==> config.mk <==
export PLATFORM = sky130hd
export DESIGN_NAME = instr_sequencer
export DESIGN_NICKNAME = d
export VERILOG_FILES = /design/src/rtl/risc_ctrl_pkg.sv /design/src/rtl/op_class_decode.sv /design/src/rtl/instr_sequencer.sv
export SDC_FILE = /design/constraint.sdc
export NUM_CORES = 1
export LEC_CHECK = 0
export ABC_AREA = 1
export CORE_MARGIN = 8
export CORE_UTILIZATION = 48
export CTS_BUF_LIST = sky130_fd_sc_hd__clkbuf_4 sky130_fd_sc_hd__clkbuf_8 sky130_fd_sc_hd__clkbuf_16
export DETAILED_ROUTE_END_ITERATION = 10
export PLACE_DENSITY = 0.78
export SYNTH_ARGS = -nofsm -noshare
export SYNTH_HDL_FRONTEND = slang
export SYNTH_SLANG_ARGS = --single-unit
==> constraint.sdc <==
create_clock -name clk -period 1.8 [get_ports clk]
set_input_delay 0.36 -clock clk [delete_from_list [all_inputs] [get_ports clk]]
set_output_delay 0.36 -clock clk [all_outputs]
set_load 0.01 [all_outputs]
==> src/rtl/risc_ctrl_pkg.sv <==
// Shared control definitions for the 8-bit RISC sequencer:
// state codes, opcode map, class vector layout and class helpers.
package risc_ctrl_pkg;

  localparam int MEM_TIMEOUT_DEF = 15;

  localparam logic [2:0] S_HALT   = 3'd0;
  localparam logic [2:0] S_FETCH  = 3'd1;
  localparam logic [2:0] S_DECODE = 3'd2;
  localparam logic [2:0] S_EXEC   = 3'd3;
  localparam logic [2:0] S_MEM    = 3'd4;
  localparam logic [2:0] S_WB     = 3'd5;

  localparam int OP_HALT = 1;
  localparam int OP_LDR  = 9;

  localparam int C_NOP    = 0;
  localparam int C_HALT   = 1;
  localparam int C_ALU_PC = 2;
  localparam int C_ALU_RR = 3;
  localparam int C_ALU_RI = 4;
  localparam int C_STORE  = 5;
  localparam int C_LOAD   = 6;
  localparam int C_OUT    = 7;
  localparam int C_IN     = 8;
  localparam int C_POP    = 9;
  localparam int C_PUSH   = 10;
  localparam int C_JMP    = 11;
  localparam int C_JZ     = 12;
  localparam int C_JNZ    = 13;
  localparam int C_JC     = 14;
  localparam int C_JNC    = 15;
  localparam int NCLS     = 16;

  typedef logic [NCLS-1:0] cls_t;

  typedef struct packed {
    logic pc_enable;
    logic pc_update;
    logic reg_read;
    logic reg_write;
    logic alu_save;
    logic zflag_save;
    logic cflag_save;
    logic sram_read;
    logic sram_write;
    logic stack_read;
    logic stack_write;
    logic inport_read;
    logic outport_write;
    logic halted;
  } ctrl_t;

  function automatic logic is_alu(input cls_t c);
    return c[C_ALU_PC] | c[C_ALU_RR] | c[C_ALU_RI];
  endfunction

  function automatic logic is_alu_flags(input cls_t c);
    return c[C_ALU_RR] | c[C_ALU_RI];
  endfunction

  function automatic logic is_mem(input cls_t c);
    return c[C_STORE] | c[C_LOAD] | c[C_OUT]
         | c[C_IN] | c[C_POP] | c[C_PUSH];
  endfunction

  function automatic logic is_reg_wr(input cls_t c);
    return is_alu_flags(c) | c[C_LOAD]
         | c[C_IN] | c[C_POP];
  endfunction

  function automatic logic is_reg_rd(input cls_t c,
                                     input logic ldr);
    return is_alu(c) | c[C_STORE] | (c[C_LOAD] & ldr)
         | c[C_OUT] | c[C_PUSH];
  endfunction

  function automatic logic is_alu_save(input cls_t c);
    return is_alu(c) | c[C_STORE] | c[C_OUT] | c[C_PUSH];
  endfunction

  function automatic logic pc_taken(input cls_t c,
                                    input logic z,
                                    input logic cf);
    return c[C_ALU_PC] | c[C_JMP]
         | (c[C_JZ] & z)  | (c[C_JNZ] & ~z)
         | (c[C_JC] & cf) | (c[C_JNC] & ~cf);
  endfunction

endpackage

==> src/rtl/op_class_decode.sv <==
// Opcode to one-hot instruction class; unmapped codes fall to NOP.
// Shared by the sequencer and the PC/register muxes.
module op_class_decode
  import risc_ctrl_pkg::*;
#(
  parameter int OPW = 5
) (
  input  logic [OPW-1:0]  opcode,
  output logic [NCLS-1:0] cls
);

  logic [31:0] op;
  assign op = 32'(opcode);

  always_comb begin
    cls = '0;
    case (op)
      32'd1:                      cls[C_HALT]   = 1'b1;
      32'd3, 32'd4:               cls[C_ALU_PC] = 1'b1;
      32'd5, 32'd6, 32'd7,
      32'd27, 32'd28,
      32'd29, 32'd30:             cls[C_ALU_RR] = 1'b1;
      32'd21, 32'd23, 32'd24,
      32'd25, 32'd26:             cls[C_ALU_RI] = 1'b1;
      32'd8, 32'd19:              cls[C_STORE]  = 1'b1;
      32'd9, 32'd20:              cls[C_LOAD]   = 1'b1;
      32'd10:                     cls[C_OUT]    = 1'b1;
      32'd11:                     cls[C_IN]     = 1'b1;
      32'd12:                     cls[C_POP]    = 1'b1;
      32'd13:                     cls[C_PUSH]   = 1'b1;
      32'd14:                     cls[C_JMP]    = 1'b1;
      32'd15:                     cls[C_JZ]     = 1'b1;
      32'd16:                     cls[C_JNZ]    = 1'b1;
      32'd17:                     cls[C_JC]     = 1'b1;
      32'd18:                     cls[C_JNC]    = 1'b1;
      default:                    cls[C_NOP]    = 1'b1;
    endcase
  end

endmodule

==> src/rtl/instr_sequencer.sv <==
// Multi-cycle instruction sequencer: FSM, memory stall timeout and
// Moore outputs registered from the next state.
module instr_sequencer
  import risc_ctrl_pkg::*;
#(
  parameter int OPW         = 5,
  parameter int MEM_TIMEOUT = MEM_TIMEOUT_DEF,
  parameter int TOW         = 4
) (
  input  logic           clk,
  input  logic           Reset,
  input  logic [OPW-1:0] opcode,
  input  logic           zflag,
  input  logic           cflag,
  input  logic           mem_ready,
  input  logic           run,
  output logic [4:0]     phase,
  output logic           pc_enable,
  output logic           pc_update,
  output logic           reg_read,
  output logic           reg_write,
  output logic           alu_save,
  output logic           zflag_save,
  output logic           cflag_save,
  output logic           sram_read,
  output logic           sram_write,
  output logic           stack_read,
  output logic           stack_write,
  output logic           inport_read,
  output logic           outport_write,
  output logic           halted,
  output logic           mem_err
);

  localparam logic [TOW-1:0] TO_LAST = TOW'(MEM_TIMEOUT - 1);

  logic [NCLS-1:0] cls;
  logic            ldr;
  logic [2:0]      state_q, state_d;
  logic [TOW-1:0]  cnt_q, cnt_d;
  logic            err_q, err_d;
  logic [4:0]      phase_q, phase_d;
  ctrl_t           out_q, out_d;

  op_class_decode #(.OPW(OPW)) u_dec (
    .opcode (opcode),
    .cls    (cls)
  );

  assign ldr = (32'(opcode) == OP_LDR);

  always_comb begin
    state_d = state_q;
    cnt_d   = cnt_q;
    err_d   = err_q;
    case (state_q)
      S_HALT:   if (run) state_d = S_FETCH;
      S_FETCH:  state_d = S_DECODE;
      S_DECODE: state_d = S_EXEC;
      S_EXEC:   state_d = is_mem(cls) ? S_MEM : S_WB;
      S_MEM: begin
        if (mem_ready) begin
          state_d = S_WB;
          cnt_d   = '0;
        end else if (cnt_q == TO_LAST) begin
          // abort skips WB so no register write happens
          state_d = S_FETCH;
          cnt_d   = '0;
          err_d   = 1'b1;
        end else begin
          cnt_d = cnt_q + 1'b1;
        end
      end
      S_WB: begin
        if (run && !cls[C_HALT]) state_d = S_FETCH;
        else                     state_d = S_HALT;
      end
      default:  state_d = S_HALT;
    endcase
  end

  always_comb begin
    out_d   = '0;
    phase_d = '0;
    case (state_d)
      S_FETCH: begin
        phase_d         = 5'b00001;
        out_d.pc_enable = 1'b1;
      end
      S_DECODE: begin
        phase_d        = 5'b00010;
        out_d.reg_read = is_reg_rd(cls, ldr);
      end
      S_EXEC: begin
        phase_d          = 5'b00100;
        out_d.alu_save   = is_alu_save(cls);
        out_d.zflag_save = is_alu_flags(cls);
        out_d.cflag_save = is_alu_flags(cls);
      end
      S_MEM: begin
        phase_d             = 5'b01000;
        out_d.sram_write    = cls[C_STORE];
        out_d.sram_read     = cls[C_LOAD];
        out_d.outport_write = cls[C_OUT];
        out_d.inport_read   = cls[C_IN];
        out_d.stack_read    = cls[C_POP];
        out_d.stack_write   = cls[C_PUSH];
      end
      S_WB: begin
        phase_d         = 5'b10000;
        out_d.reg_write = is_reg_wr(cls);
        out_d.pc_update = pc_taken(cls, zflag, cflag);
      end
      default: out_d.halted = 1'b1;
    endcase
  end

  always_ff @(posedge clk or negedge Reset) begin
    if (!Reset) begin
      state_q      <= S_HALT;
      cnt_q        <= '0;
      err_q        <= 1'b0;
      phase_q      <= '0;
      out_q        <= '0;
      out_q.halted <= 1'b1;
    end else begin
      state_q <= state_d;
      cnt_q   <= cnt_d;
      err_q   <= err_d;
      phase_q <= phase_d;
      out_q   <= out_d;
    end
  end

  assign phase         = phase_q;
  assign pc_enable     = out_q.pc_enable;
  assign pc_update     = out_q.pc_update;
  assign reg_read      = out_q.reg_read;
  assign reg_write     = out_q.reg_write;
  assign alu_save      = out_q.alu_save;
  assign zflag_save    = out_q.zflag_save;
  assign cflag_save    = out_q.cflag_save;
  assign sram_read     = out_q.sram_read;
  assign sram_write    = out_q.sram_write;
  assign stack_read    = out_q.stack_read;
  assign stack_write   = out_q.stack_write;
  assign inport_read   = out_q.inport_read;
  assign outport_write = out_q.outport_write;
  assign halted        = out_q.halted;
  assign mem_err       = err_q;

endmodule

# --- Word-level counts from Yosys, hierarchy flattened ---
# Index checks and enable logic that the tools add are counted.
totals:
  rom_bits: 0
  word_cells: 129
  regBits: 27
  memories: 0
  inputBits: 11
  output_inout_bits: 20
  latch_bits: 0
  ram_bits: 0
classes:
  eq_ne: 39
  n_addsub: 1
  n_div: 0
  n_reduce_logical: 10
  muxes: 31
  n_shift: 0
  n_bitwise: 30
  n_mul: 0
  n_lt_le_gt_ge: 0
op_table:
  columns: ["operator", "n"]
  rows:
  - ["$eq A5 B5 Y1 const B", 14]
  - ["$eq A5 B4 Y1 const B", 8]
  - ["$pmux W5 S5", 1]
  - ["$mux W1", 22]
  - ["$or A1 B1 Y1", 22]
  - ["$eq A5 B3 Y1 const B", 4]
  - ["$pmux W3 S6", 1]
  - ["$eq A3 B2 Y1 const B", 4]
  - ["$eq A3 B3 Y1 const B", 4]
  - ["$mux W3", 4]
  - ["$reduce_or A5 Y1", 2]
  - ["$mux W4", 2]
  - ["$reduce_or A7 Y1", 1]
  - ["$eq A3 B1 Y1 const B", 2]
  - ["$mux W6", 1]
  - ["$reduce_or A2 Y1", 3]
  - ["$and A1 B1 Y1", 5]
  - ["$eq A5 B1 Y1 const B", 1]
  - ["$eq A5 B2 Y1 const B", 1]
  - ["$add A4 B1 Y4 const B", 1]
  - ["$eq A4 B4 Y1 const B", 1]
  - ["$logic_not A3 Y1", 1]
  - ["$not A1 Y1", 3]
  - ["$reduce_and A3 Y1", 1]
  - ["other kinds (2)", 2]

# --- Depth between registers and ports, before layout ---
# Gate-level depths: netlist of the first run.
depth:
  depth_word: 13
  mapped_depth: 10
  depth_no_buf: 10

# --- Hierarchy ---
# A second synthesis of the first run with hierarchy kept.
hier_totals:
  hier_cells: 179
  area_unflattened_um2: 1372.6
by_module_without_submodules:
  columns: ["module", "cells_per_inst", "instances", "area_each_um2", "seq_area_each_um2"]
  rows:
  - ["instr_sequencer", 119, 1, 1118.6, 626.9]
  - ["op_class_decode", 60, 1, 254.0, 0.0]

# --- Least setup slack after synthesis of the first run ---
# No wires, ideal clock.
synth_path:
  path_type: "register to register"
  startpoint: "register cnt_q[0]"
  endpoint: "register out_q (netlist bit reg_write)"
  stages_incl_launch_ff: 11
  slack_ns: 0.425
  t_arrival_ns: 1.253
  synth_period_minus_slack_ns: 1.375
  n_path_buf: 0
  required_time_ns: 1.678
  cell_sequence: "dfrtp_1 -> inv_1 -> ha_1 -> nand3_1 -> nand2_1 -> nand2_1 -> nand2_1 -> nor2_1 -> nand2_2 -> nand2_2 -> nor2_1"
synth_rtl:
  columns: ["item", "line_no", "source"]
  rows:
  - ["from (decl)", "instr_sequencer.sv:40", "logic [TOW-1:0] cnt_q, cnt_d;"]
  - ["from (signal assigned)", "instr_sequencer.sv:128", "cnt_q <= cnt_d;"]
  - ["to (signal assigned)", "instr_sequencer.sv:131", "out_q <= out_d;"]
  - ["to (decl)", "instr_sequencer.sv:43", "ctrl_t out_q, out_d;"]

# --- Worst setup path after layout of the first run ---
layout_path:
  startpoint: "register, netlist name halted"
  endpoint: "output halted"
layout_rtl:
  columns: ["item", "line_no", "source"]
  rows:
  - ["to (decl)", "instr_sequencer.sv:31", "output logic halted,"]
# No word-level cell between the ends.

==> results of run 1 <==
kinds of logic (layout without fill, tap and decap cells):
group,Yosys count,after routing,synth area share
flip-flops,25,25,0.510
buffers and inverters,26,68,0.0855
AO/OA/AOI/OAI,18,18,0.0957
AND/OR/NAND/NOR,71,71,0.281
adder cells (fa/ha/maj),2,2,0.0204
XOR/XNOR,1,1,0.00713
through the flow:
| step | hold slack, ns | instances | util |
|---|---|---|---|
| floorplan | 0.0644 | 143 | - |
| global placement | 0.441 | 211 | 0.663 |
| detailed placement | 0.467 | 211 | 0.663 |
| CTS | 0.389 | 215 | 0.674 |
| global route | 0.420 | 215 | 0.674 |
| finish | 0.381 | 215 | 0.674 |
final cells by class:
type / count / area [um^2] / area share
Tap cell: 30 / 37.5 / 0.0227
Multi-Input combinational cell: 92 / 497 / 0.300
Clock buffer: 3 / 22.5 / 0.0136
Inverter: 24 / 90.1 / 0.0545
Clock inverter: 1 / 5.00 / 0.00303
Timing Repair Buffer: 40 / 375 / 0.227
Sequential cell: 25 / 627 / 0.379
cell usage in the layout (no fill, tap or decap):
cell / n
sky130_fd_sc_hd__clkdlybuf4s50_1: 30
sky130_fd_sc_hd__nand2_1: 24
sky130_fd_sc_hd__dfrtp_1: 24
sky130_fd_sc_hd__inv_1: 21
sky130_fd_sc_hd__nor2_1: 18
sky130_fd_sc_hd__nand3_1: 13
sky130_fd_sc_hd__buf_4: 10
sky130_fd_sc_hd__o21ai_0: 7
sky130_fd_sc_hd__nor2_2: 5
sky130_fd_sc_hd__inv_2: 3
sky130_fd_sc_hd__nand3_2: 3
sky130_fd_sc_hd__o211ai_1: 3
sky130_fd_sc_hd__nor3_1: 3
sky130_fd_sc_hd__a21oi_1: 3
sky130_fd_sc_hd__clkbuf_4: 3
sky130_fd_sc_hd__nand2_2: 2
sky130_fd_sc_hd__a21boi_0: 2
sky130_fd_sc_hd__ha_1: 2
sky130_fd_sc_hd__nor2_4: 1
sky130_fd_sc_hd__nor3_4: 1
sky130_fd_sc_hd__nand4_1: 1
sky130_fd_sc_hd__a31oi_1: 1
sky130_fd_sc_hd__o21ai_4: 1
sky130_fd_sc_hd__xor2_1: 1
sky130_fd_sc_hd__a21o_1: 1
sky130_fd_sc_hd__clkinv_2: 1
sky130_fd_sc_hd__dfstp_2: 1
where the power goes:
group	switching (mW)	leakage, nW	total [mW]	internal, mW
logic	0.388	0.473	0.718	0.330
clock network	0.160	0.0177	0.243	0.0831
registers	0.113	0.334	0.831	0.717
worst max path at each step:
stage / slack (ns) / endpoint / depth (start not counted) / start
2_1_floorplan: 0.43 / reg_write$_DFF_PN0_ / 10 / cnt_q[0]$_DFFE_PN0P_
3_3_place_gp: -0.06 / reg_read$_DFF_PN0_ / 10 / opcode[2]
3_5_place_dp: -0.12 / reg_read$_DFF_PN0_ / 8 / opcode[1]
4_1_cts: 0.05 / halted / 1 / halted$_DFF_PN1_
5_1_grt: 0.01 / halted / 1 / halted$_DFF_PN1_
6_report: 0.07 / halted / 1 / halted$_DFF_PN1_
metal layers:
metal	part of all wire	wire length [um]	GRT usage
met5	0	0	0
met1	0.41	1120	0.144
met3	0.047	127	0.0235
met2	0.52	1410	0.250
met4	0.017	46	0.0747
==> implementation parameters, run 1 <==
Parameter                              Value

Setup path
  Critical path capture point type    output pin
  Depth of the worst register-to-register path    9
  Sum of buffers and inverters on the critical path    1
  Family of cells with the greatest summed delay on the critical path    flip-flops
  WP data required    between 1 and 1.5 ns
  CP startpoint kind    flip-flop
  Delay of the slowest cell on the worst path    between 0.5 and 0.6 ns
  Critical-path cell with the highest stage delay    sky130_fd_sc_hd__dfstp_2
  RR Startpoint    cnt_q[0]$_DFFE_PN0P_
  Kind of critical path    reg2out
  Worst reg2reg setup slack    between 0.15 and 0.2 ns
  R2R Path End    stack_read$_DFF_PN0_
  Cell breakdown of the critical path    clkdlybuf4s50_1
  Crit path max fanout    1
  Worst Path Arrival    1.37 ns

Drt
  Vias after detailed routing    1,064
  Final routed wire length divided by cell count    approximately 13 um
  Initial detailed-routing violation count    63
  Remaining routing DRC violations    0
  Number of nets still failing antenna checks after routing    0
  Detailed Routing Iterations Pass 1    4
  Final wirelength    about 2700 um
  Vias per cell    4.95

STA
  Count of endpoints failing setup in the final report    0
  Worst-Margin Slew    0.456 ns
  Worst setup margin    0.0661 ns
  Tcrit/Tclk final    0.963
  Final period demand of the worst path    between 1.5 and 2 ns
  Total count of hold-check failures in the final report    0
  Highest achievable clock rate    0.577 GHz
  Max transition margin    0.694
  Setup repair after global routing missed its margin    false
  Setup skew after layout    0.00256 ns
  Final slew viol count    0
  Aggregate negative setup slack    0 ns

Logic synthesis
  Number of storage elements in the synthesis netlist    25
  Top area cells in the synthesized netlist    sky130_fd_sc_hd__dfrtp_1 49%, sky130_fd_sc_hd__nand2_1 7.3%, sky130_fd_sc_hd__inv_1 6.4%
  Area share of the largest cell type after synthesis    0.489
  Number of enable-type register cells in the synthesized netlist    0
  Post-synth ARST share    1.00
  Number of different library cells in the post-synthesis netlist    24
  Mapped Avg Cell Area    8.59 um^2
  Post-synth top cells    24 x sky130_fd_sc_hd__dfrtp_1, 24 x sky130_fd_sc_hd__nand2_1, 21 x sky130_fd_sc_hd__inv_1, 18 x sky130_fd_sc_hd__nor2_1, 13 x sky130_fd_sc_hd__nand3_1
  Nets in the synthesized netlist    156
  Area of the mapped netlist    1230 um^2
  Yosys synthesis warning count    0
  Seq/Total Area, Yosys    0.510
  Most area-hungry cell type in the Yosys netlist    sky130_fd_sc_hd__dfrtp_1
  Number of instances in the synthesized netlist    143
  Dominant register cell in the synthesized netlist    sky130_fd_sc_hd__dfrtp_1

GRT
  Number of global-route vias before repair    1,113
  Antenna violations before repair    0
  Total global routing overflow    0
  All-Layer GR Usage    0.137
  Pin count of the biggest net entering global routing    26
  Wire length of the first global-routing pass    between 4000 and 5000 um

Cells and area
  Antenna diodes    0
  # nets final    199
  Share of post-route cells with drive strength above 1    0.168
  Design Area, Final    1650 um^2
  Area growth syn-to-layout    34.6%
  Max FFs per register    5
  # fillers    slightly above 200

Clocking
  CTS tree    built
  Post-CTS resize count    0
  Clock Sinks    25
  Post-CTS Hold Fix Bufs    0
  Maximum buffer depth of the clock tree    2
  CTS HTree Levels    1
  Skew-Pair Late Insertion Delay    0.31 ns
  Buffer count from post-CTS setup fixing    0
  Worst-path clk slew    0.13 ns
  Clock buffer count from CTS    3
  Clock root cell    sky130_fd_sc_hd__clkbuf_4

Placed design
  Area post-placement    1630 um^2
  Global placement routability congestion    0.862
  Setup slack at placement    -0.117 ns
  Placed wire-length estimate after detailed placement    2230 um
  Port Buf Inserts    30

Floorplanning
  Top-level I/O count    31
  Vert. Die Dim    approximately 67 um
  Rows    18
  Horizontal extent of the die    66.6 um
  Starting density of the core    0.501
  Placeable core area    2450 um^2
  Total die area    about 4400 um^2

Pwr
  PwrDens    1080 nW/um^2
  IR Drop Worst-Case VDD    0.716 mV
  Total power after layout    1.79 mW
  Leakage power figure    just over 0.8 nW

Outcome
  Result of the run    finished clean

Worst hold path
  Hold WC Path Type    in2async

Run
  Total of max-cap violations    0
Note: power is estimated with default switching activity, not from simulation.
==> inputs of run 2 (changes only) <==
SLEW_MARGIN = 25   (was default)
==> results of run 2 <==
The final DEF is identical to that of run 1; final timing and power are the same.
